<file path="src/rtl/pe_mac_acc_if.sv">
// pe_mac_acc_if: beat, forwarding and result signals of one systolic MAC cell.
//   i_valid/i_first/i_last  beat qualifier and group delimiters
//   i_activation/i_weight   operands (BW bits)
//   o_activation/o_weight   operands delayed one cycle for the neighbour cell
//   o_fwd_valid             i_valid delayed one cycle
//   o_result                completed group sum (ACC_W bits), held between pulses
//   o_result_valid          one-cycle pulse when o_result updates
//   o_overflow              overflow status of the group in o_result
// modport slave is the PE side; modport master is the feeder/collector side.
interface pe_mac_acc_if #(
  parameter int BW    = 8,
  parameter int ACC_W = 2*BW+8
);
  logic             i_valid;
  logic             i_first;
  logic             i_last;
  logic [BW-1:0]    i_activation;
  logic [BW-1:0]    i_weight;
  logic [BW-1:0]    o_activation;
  logic [BW-1:0]    o_weight;
  logic             o_fwd_valid;
  logic [ACC_W-1:0] o_result;
  logic             o_result_valid;
  logic             o_overflow;

  modport slave (
    input  i_valid, i_first, i_last, i_activation, i_weight,
    output o_activation, o_weight, o_fwd_valid,
    output o_result, o_result_valid, o_overflow
  );

  modport master (
    output i_valid, i_first, i_last, i_activation, i_weight,
    input  o_activation, o_weight, o_fwd_valid,
    input  o_result, o_result_valid, o_overflow
  );
endinterface

</file>
<file path="src/rtl/pe_mac_acc.sv">
// pe_mac_acc: one systolic-array MAC cell with a configurable accumulator.
// Beats are registered (stage 1) and forwarded to the neighbour; the next edge
// multiplies and accumulates (stage 2). A first..last group yields one result.
// Ports:
//   i_clock  rising-edge clock
//   i_reset  synchronous, active-high reset
//   bus      pe_mac_acc_if.slave (beat inputs, forwarding and result outputs)
// Parameters: BW operand width, ACC_W accumulator width (>= 2*BW),
//   SIGNED 0 = unsigned, 1 = two's-complement operands and accumulator.
// Optional feature: define PE_SATURATE_EN to clamp the sum on overflow
// instead of wrapping; the clamped value is carried into later beats.
module pe_mac_acc #(
  parameter int BW     = 8,
  parameter int ACC_W  = 2*BW+8,
  parameter int SIGNED = 0
) (
  input logic         i_clock,
  input logic         i_reset,
  pe_mac_acc_if.slave bus
);

  localparam int EXT_W = ACC_W - BW;

  // Stage 1: raw beat registers, also the forwarding outputs.
  logic [BW-1:0]    act_q, wt_q;
  logic             valid_q, first_q, last_q;

  // Stage 2: accumulator state and result registers.
  logic [ACC_W-1:0] acc_q, result_q;
  logic             ovf_q, result_ovf_q, result_valid_q;

  logic [ACC_W-1:0] act_ext, wt_ext, product, base, sum_wrap, sum;
  logic             carry, ovf_beat, ovf_sticky;

  // NOTE: every signal gets a default at the top of the block so no path
  // leaves it unassigned, which would otherwise infer a latch.
  always_comb begin
    // Extending both operands to ACC_W before multiplying gives the properly
    // sign- or zero-extended 2*BW-bit product directly, since that product
    // always fits in 2*BW bits.
    act_ext = (SIGNED != 0) ? {{EXT_W{act_q[BW-1]}}, act_q} : {{EXT_W{1'b0}}, act_q};
    wt_ext  = (SIGNED != 0) ? {{EXT_W{wt_q[BW-1]}},  wt_q}  : {{EXT_W{1'b0}}, wt_q};
    product = act_ext * wt_ext;
    base    = first_q ? '0 : acc_q;
    {carry, sum_wrap} = {1'b0, base} + {1'b0, product};

    if (SIGNED != 0)
      ovf_beat = (base[ACC_W-1] == product[ACC_W-1]) &&
                 (sum_wrap[ACC_W-1] != base[ACC_W-1]);
    else
      ovf_beat = carry;

    sum = sum_wrap;
`ifdef PE_SATURATE_EN
    if (ovf_beat) begin
      if (SIGNED != 0)
        sum = base[ACC_W-1] ? {1'b1, {(ACC_W-1){1'b0}}} : {1'b0, {(ACC_W-1){1'b1}}};
      else
        sum = '1;
    end
`endif

    ovf_sticky = (first_q ? 1'b0 : ovf_q) | ovf_beat;
  end

  // NOTE: sequential state uses non-blocking assignments so every register
  // samples pre-edge values, independent of statement order.
  always_ff @(posedge i_clock) begin
    if (i_reset) begin
      act_q          <= '0;
      wt_q           <= '0;
      valid_q        <= 1'b0;
      first_q        <= 1'b0;
      last_q         <= 1'b0;
      acc_q          <= '0;
      ovf_q          <= 1'b0;
      result_q       <= '0;
      result_ovf_q   <= 1'b0;
      result_valid_q <= 1'b0;
    end else begin
      act_q          <= bus.i_activation;
      wt_q           <= bus.i_weight;
      valid_q        <= bus.i_valid;
      first_q        <= bus.i_first;
      last_q         <= bus.i_last;
      result_valid_q <= 1'b0;

      // Invalid beats leave acc/ovf untouched and ignore first/last.
      if (valid_q) begin
        if (last_q) begin
          result_q       <= sum;
          result_ovf_q   <= ovf_sticky;
          result_valid_q <= 1'b1;
          acc_q          <= '0;
          ovf_q          <= 1'b0;
        end else begin
          acc_q <= sum;
          ovf_q <= ovf_sticky;
        end
      end
    end
  end

  assign bus.o_activation   = act_q;
  assign bus.o_weight       = wt_q;
  assign bus.o_fwd_valid    = valid_q;
  assign bus.o_result       = result_q;
  assign bus.o_result_valid = result_valid_q;
  assign bus.o_overflow     = result_ovf_q;

endmodule

</file>
<file path="src/flat_wrapper.sv">
// flat-port wrapper written by rule: the top's interface ports become plain ports
module pe_mac_acc_flat 
#(
  parameter int BW     = 8,
  parameter int ACC_W  = 2*BW+8,
  parameter int SIGNED = 0
)
  (i_clock, i_reset, bus_i_valid, bus_i_first, bus_i_last, bus_i_activation, bus_i_weight, bus_o_activation, bus_o_weight, bus_o_fwd_valid, bus_o_result, bus_o_result_valid, bus_o_overflow);
  pe_mac_acc_if #(.BW(BW), .ACC_W(ACC_W)) bus_i ();
  input logic i_clock;
  input logic i_reset;
  input wire logic [$bits(bus_i.i_valid)-1:0] bus_i_valid;
  input wire logic [$bits(bus_i.i_first)-1:0] bus_i_first;
  input wire logic [$bits(bus_i.i_last)-1:0] bus_i_last;
  input wire logic [$bits(bus_i.i_activation)-1:0] bus_i_activation;
  input wire logic [$bits(bus_i.i_weight)-1:0] bus_i_weight;
  output wire logic [$bits(bus_i.o_activation)-1:0] bus_o_activation;
  output wire logic [$bits(bus_i.o_weight)-1:0] bus_o_weight;
  output wire logic [$bits(bus_i.o_fwd_valid)-1:0] bus_o_fwd_valid;
  output wire logic [$bits(bus_i.o_result)-1:0] bus_o_result;
  output wire logic [$bits(bus_i.o_result_valid)-1:0] bus_o_result_valid;
  output wire logic [$bits(bus_i.o_overflow)-1:0] bus_o_overflow;
  assign bus_i.i_valid = bus_i_valid;
  assign bus_i.i_first = bus_i_first;
  assign bus_i.i_last = bus_i_last;
  assign bus_i.i_activation = bus_i_activation;
  assign bus_i.i_weight = bus_i_weight;
  assign bus_o_activation = bus_i.o_activation;
  assign bus_o_weight = bus_i.o_weight;
  assign bus_o_fwd_valid = bus_i.o_fwd_valid;
  assign bus_o_result = bus_i.o_result;
  assign bus_o_result_valid = bus_i.o_result_valid;
  assign bus_o_overflow = bus_i.o_overflow;
  pe_mac_acc #(.BW(BW), .ACC_W(ACC_W), .SIGNED(SIGNED)) u_core (.i_clock(i_clock), .i_reset(i_reset), .bus(bus_i));
endmodule
</file>
<file path="config.mk">
export PLATFORM = sky130hd
export DESIGN_NAME = pe_mac_acc_flat
export DESIGN_NICKNAME = d
export VERILOG_FILES = /design/src/rtl/pe_mac_acc_if.sv /design/src/rtl/pe_mac_acc.sv /design/src/flat_wrapper.sv
export SDC_FILE = /design/constraint.sdc
export NUM_CORES = 1
export LEC_CHECK = 0
export BUFFER_PORTS_ARGS = -buffer_cell sky130_fd_sc_hd__clkbuf_2
export CAP_MARGIN = 20
export CORE_ASPECT_RATIO = 0.5
export CORE_UTILIZATION = 54
export CTS_CLUSTER_DIAMETER = 120
export CTS_CLUSTER_SIZE = 30
export DETAILED_ROUTE_END_ITERATION = 12
export MAX_ROUTING_LAYER = met4
export PLACE_DENSITY = 0.83
export SYNTH_ARGS = -nofsm -noshare
export SYNTH_HDL_FRONTEND = slang
export SYNTH_SLANG_ARGS = --single-unit
</file>
<file path="constraint.sdc">
create_clock -name i_clock -period 4.9 [get_ports i_clock]
set_input_delay 0.98 -clock i_clock [delete_from_list [all_inputs] [get_ports i_clock]]
set_output_delay 0.98 -clock i_clock [all_outputs]
set_load 0.005 [all_outputs]
</file>
## Word level (Yosys, flattened, before mapping)

Index checks and enable logic that the tools add are counted.

- Flip-flop bits (word level): 70
- Input port bits: 21
- Output and inout port bits: 43
- Word-level logic and storage cells: 21

- Add/sub/neg operators: 1
- Multiply operators: 1
- Muxes and demuxes: 5
- Bitwise gates (word level): 2
- Reductions and logical operators: 2

Operators by type and width:

| cell | count |
|---|---|
| two-way mux 24 bit | 2 |
| adder 24 x 16 -> 25 bit | 1 |
| multiplier 8 x 8 -> 16 bit | 1 |
| two-way mux 1 bit | 3 |
| AND reduction 2 bit | 1 |
| OR reduction 2 bit | 1 |
| NOT 1 bit | 1 |
| OR 1 bit | 1 |

## Logic depth before layout (Yosys ltp)

- Depth after elaboration: 4
- Depth in mapped cells: 19

## Worst setup path after synthesis

Ideal clock, no wire load.

- Kind: reg-to-reg
- From: register u_core.first_q
- To: register u_core.result_q[14] (netlist: u_core.bus.o_result[14])
- Arrival: 4.434 ns
- Data required time: 4.778 ns
- Setup slack: 0.344 ns
- Cell stages (with the launch flop): 18
- Path buffers: 2
- Path through: dfxtp_1 > clkbuf_1 > inv_1 > clkbuf_1 > nand2_1 > fa_1 > inv_1 > fa_1 > inv_1 > fa_1 > fa_1 > inv_1 > ha_1 > nand4_1 > o21a_1 > o31a_1 > and4_1 > a311o_1

- Longest elaborated chain between the ends: 2

Ends and longest elaborated chain:

| what | RTL line | RTL |
|---|---|---|
| from (decl) | pe_mac_acc.sv:26 | `logic valid_q, first_q, last_q;` |
| from (signal assigned) | pe_mac_acc.sv:84 | `first_q <= bus.i_first;` |
| two-way mux 24 bit | pe_mac_acc.sv:44 | `base = first_q ? '0 : acc_q;` |
| adder 24 x 16 -> 25 bit | pe_mac_acc.sv:45 | `{carry, sum_wrap} = {1'b0, base} + {1'b0, product};` |
| to (signal assigned) | pe_mac_acc.sv:91 | `result_q <= sum;` |
| to (decl) | pe_mac_acc.sv:29 | `logic [ACC_W-1:0] acc_q, result_q;` |

Every way passes these cells.
A chain may end at the register's enable or synchronous reset.

## Worst setup path in the final report

- From: register u_core.wt_q[5] (netlist: u_core.bus.o_weight[5])
- To: register u_core.acc_q[22]

- Longest elaborated chain between the ends: 3

Ends and longest elaborated chain:

| what | RTL line | RTL |
|---|---|---|
| from (decl) | pe_mac_acc.sv:25 | `logic [BW-1:0] act_q, wt_q;` |
| from (signal assigned) | pe_mac_acc.sv:82 | `wt_q <= bus.i_weight;` |
| multiplier 8 x 8 -> 16 bit | pe_mac_acc.sv:43 | `product = act_ext * wt_ext;` |
| adder 24 x 16 -> 25 bit | pe_mac_acc.sv:45 |  |
| two-way mux 24 bit | pe_mac_acc.sv:90 | `if (last_q) begin` |
| to (signal assigned) | pe_mac_acc.sv:97 | `acc_q <= sum;` |
| to (decl) | pe_mac_acc.sv:29 |  |

Every way passes these cells.

==> flow_summary.yaml <==
routing:
  drtAntennaViolNets: 0
  first_pass_iters: 6
  first_iter_violations: 444
  via_count: 4774
  routedWlPerCell_um: 16.83
  vias_per_cell: 5.683
  routed_wl_mm: 14.14
  drc: 0
pwr:
  ir_worst_vdd_uv: 189.8
  power_w: 0.001664
  p_per_area_nw_per_um2: 264.9
  p_sw_share_pct: 27.81
  clock_power_share_pct: 45.0
  p_int_w: 0.001201
  leakage_nw: 3.038
  combPwrFrac_pct: 18.1
  power_frac_seq_pct: 37.0
  switching_power_w: 0.0004628
worst_setup_path:
  max_stage_delay_ps: 550
  required_ps: 5110
  rr_worst_depth: 15
  path_cells: "and2_1 > fa_1 > fa_1 > inv_1 > fa_1 > fa_1 > inv_1 > ha_1 > a21o_1 > a31oi_1 > o221ai_1 > a21oi_2 > buf_4 > o311ai_0 > o41ai_1"
  critPathMaxFanout: 9
  r2r-start: "u_core.bus.o_weight[5]"
  crit_arrival_ps: 4950
  rrSetupSlack_ps: 160
  crit_type: "flop to flop"
  crit_path_top_delay_cell: "fa_1"
  cp_common_cell: "fa_1"
  critPathLaunchType: "flop"
  r2r-end: "u_core.acc_q[22]"
  crit_path_end_kind: "flop"
final_layout:
  drive_gt1_share_pct: 14.89
  areaGrowthSynthToFinish_pct: 15.08
  final_cell_mix: "nand2_1 (86), inv_1 (81), dfxtp_1 (65), clkbuf_2 (63), fa_1 (50)"
  layout_commonest_cell: "nand2_1"
  diodes: 0
  fin_nets: 813
  final_area_um2: 6281
  utilization_pct: 65.19
floorplanning:
  start_util_pct: 56.65
  fp.dieW_um: 144.2
  die_h_um: 73.09
  rows: 25
  io_pins: 64
  dieArea_um2: 10540
  core_um2: 9634
synth:
  ys_types: 59
  ys_seq_area_share_pct: 25.68
  synth_edf_count: 0
  ys_warn_count: 0
  syn_nets: 756
  async_reset_ff_share_pct: 0
  synth.area.top_cells: "dfxtp_1 (26%), fa_1 (18%), ha_1 (9.4%)"
  synth_cells: 644
  syn_area_um2: 5458
  synth_top_area_cell: "dfxtp_1"
  synth_top_area_share_pct: 25.68
  syn_avg_cell_area_um2: 8.475
  synthFlopType: "dfxtp_1"
  synth-seq-cells: 70
hold_path:
  min_from: "u_core.bus.o_result[0]"
  hold_path_class: "flop to flop"
  whs_endpoint: "u_core.bus.o_result[0]"
  min_path_cells: 2
cts:
  cts_buffer_depth: 2
  cts_tree: "yes"
  cts-root-buf: "clkbuf_16"
  cts_buffers: 9
  clock_sinks: 70
  postCtsHoldBufs: 0
  htreeDepth: 3
  clk_latency_ps: 340
  clk_pin_slew_ps: 60
timing:
  fin_crit_sh_pct: 96.68
  fin_ws_ps: 162.6
  min_period_ps: 4737
  fin_worst_skew_ps: 7.714
  fmax_mhz: 211.1
  hold_viol_final: 0
  maxSlewViolCount: 0
  setup_viol: 0
  max_slew.worst_pin.slew_ps: 1044
  slew_headroom_pct: 30.26
global_route:
  grt_max_degree: 35
  grt_pass1_wl_mm: 23.32
  gr-total-overflow: 0
  grtUsageTotal_pct: 30.30
  antenna_found_initial: 0
  grt_pass1_vias: 4779
place:
  postPlaceCellArea_um2: 5901
  dp_hpwl_mm: 10.44
  place.gp.congestion: 0.9287
  portBuffers: 63
  dp_slack_ps: 184.3
outcome:
  outcome: "finished, final reports clean"
flow_run:
  maxCapViolations: 0
==> power by group through the flow <==
stage               sequential [W]  clock, W  combinational, W
floorplan                 0.000615         0          0.000211
global placement          0.000624         0          0.000281
detailed placement        0.000625         0          0.000291
CTS                       0.000613  0.000752          0.000297
global route              0.000617  0.000776          0.000339
finish                    0.000615  0.000749          0.000300
==> per-layer routing <==
metal / wire length, um / GRT usage (%) / vias up
met5: 0 / - / -
met4: 346 / 10.64 / 0
met3: 1001 / 6.234 / 34
met2: 6360 / 47.45 / 201
met1: 6429 / 39.29 / 2297
li1: - / - / 2242
==> metrics by stage <==
stage	setup TNS (ps)	std cells	hold slack, ps
2_1_floorplan	0	644	441.2
3_3_place_gp	0	824	445.4
3_5_place_dp	0	824	448.9
4_1_cts	0	839	457.3
5_1_grt	-10.40	840	471.2
6_report	0	840	460.3
==> critical path: cells and delay by family (launching register included) <==
| family | cells | cell delay, ps |
|---|---|---|
| fa+ha+maj | 5 | 2450 |
| buf+inv | 3 | 260 |
| flops | 1 | 490 |
| simple gates | 1 | 190 |
| compound gates | 6 | 1210 |
==> how the worst max path moves through the flow <==
stage                                     from  cells past startpoint                       to  slack (ps)
detailed placement  u_core.bus.o_activation[5]                     15         u_core.acc_q[22]         180
finish                  u_core.bus.o_weight[5]                     15         u_core.acc_q[22]         160
global placement    u_core.bus.o_activation[5]                     15         u_core.acc_q[22]         180
floorplan                       u_core.first_q                     17  u_core.bus.o_result[14]         340
CTS                 u_core.bus.o_activation[5]                     15         u_core.acc_q[22]         140
global route        u_core.bus.o_activation[3]                     15  u_core.bus.o_result[12]         -10
==> state kept, by name (all words and copies together), names as in the netlist <==
register and count:
u_core.first_q 1, u_core.acc_q 24, u_core.bus.o_result_valid 1, u_core.bus.o_overflow 1, u_core.bus.o_weight 8, u_core.ovf_q 1, u_core.bus.o_activation 8, u_core.bus.o_fwd_valid 1
u_core.last_q 1, u_core.bus.o_result 24
==> area by class of cell <==
cell class              count  area [um2]
clock buffers               9       225.2
multi-input cells         462        3647
repair buffers             76       412.9
clock inverters             6       111.4
fillers                   818        3353
flip-flops and latches     70        1408
inverters                  82       307.8
well taps                 135       168.9
==> synthesized netlist by cell type (all sizes together), types with 2 or more instances <==
library cell   n
nand2         86
inv           82
dfxtp         70
fa            50
nor2          43
and2          42
ha            41
a21oi         36
nor2b         33
clkbuf        20
nand3         13
o21ai         11
buf           10
a21o           9
a22oi          7
nor3           7
xnor2          6
xor2           5
a311o          4
a31oi          4
and4           4
nand4          4
o211ai         4
o21a           4
o311ai         4
a211oi         3
a221o          3
a22o           3
nor4           3
a2111oi        2
a21boi         2
and3           2
nand2b         2
nor4b          2
o211a          2
o221ai         2
o41ai          2
or4            2
==> logic make-up (layout without fill, tap and decap cells) <==
family	after synthesis	in the layout	share of synthesized area, %
compound gates	113	113	14.47
xor+xnor	11	11	1.765
fa+ha+maj	91	91	27.74
buf+inv	112	173	8.046
flops	70	70	25.68
simple gates	247	247	22.31
==> repair_timing <==
| item | in CTS | in global routing |
|---|---|---|
| endpoints found under the setup margin | 0 | 13 |
| buffers inserted | 0 | 1 |
| resized for setup | 0 | 13 |
Note: power is estimated with default switching activity, not from simulation.
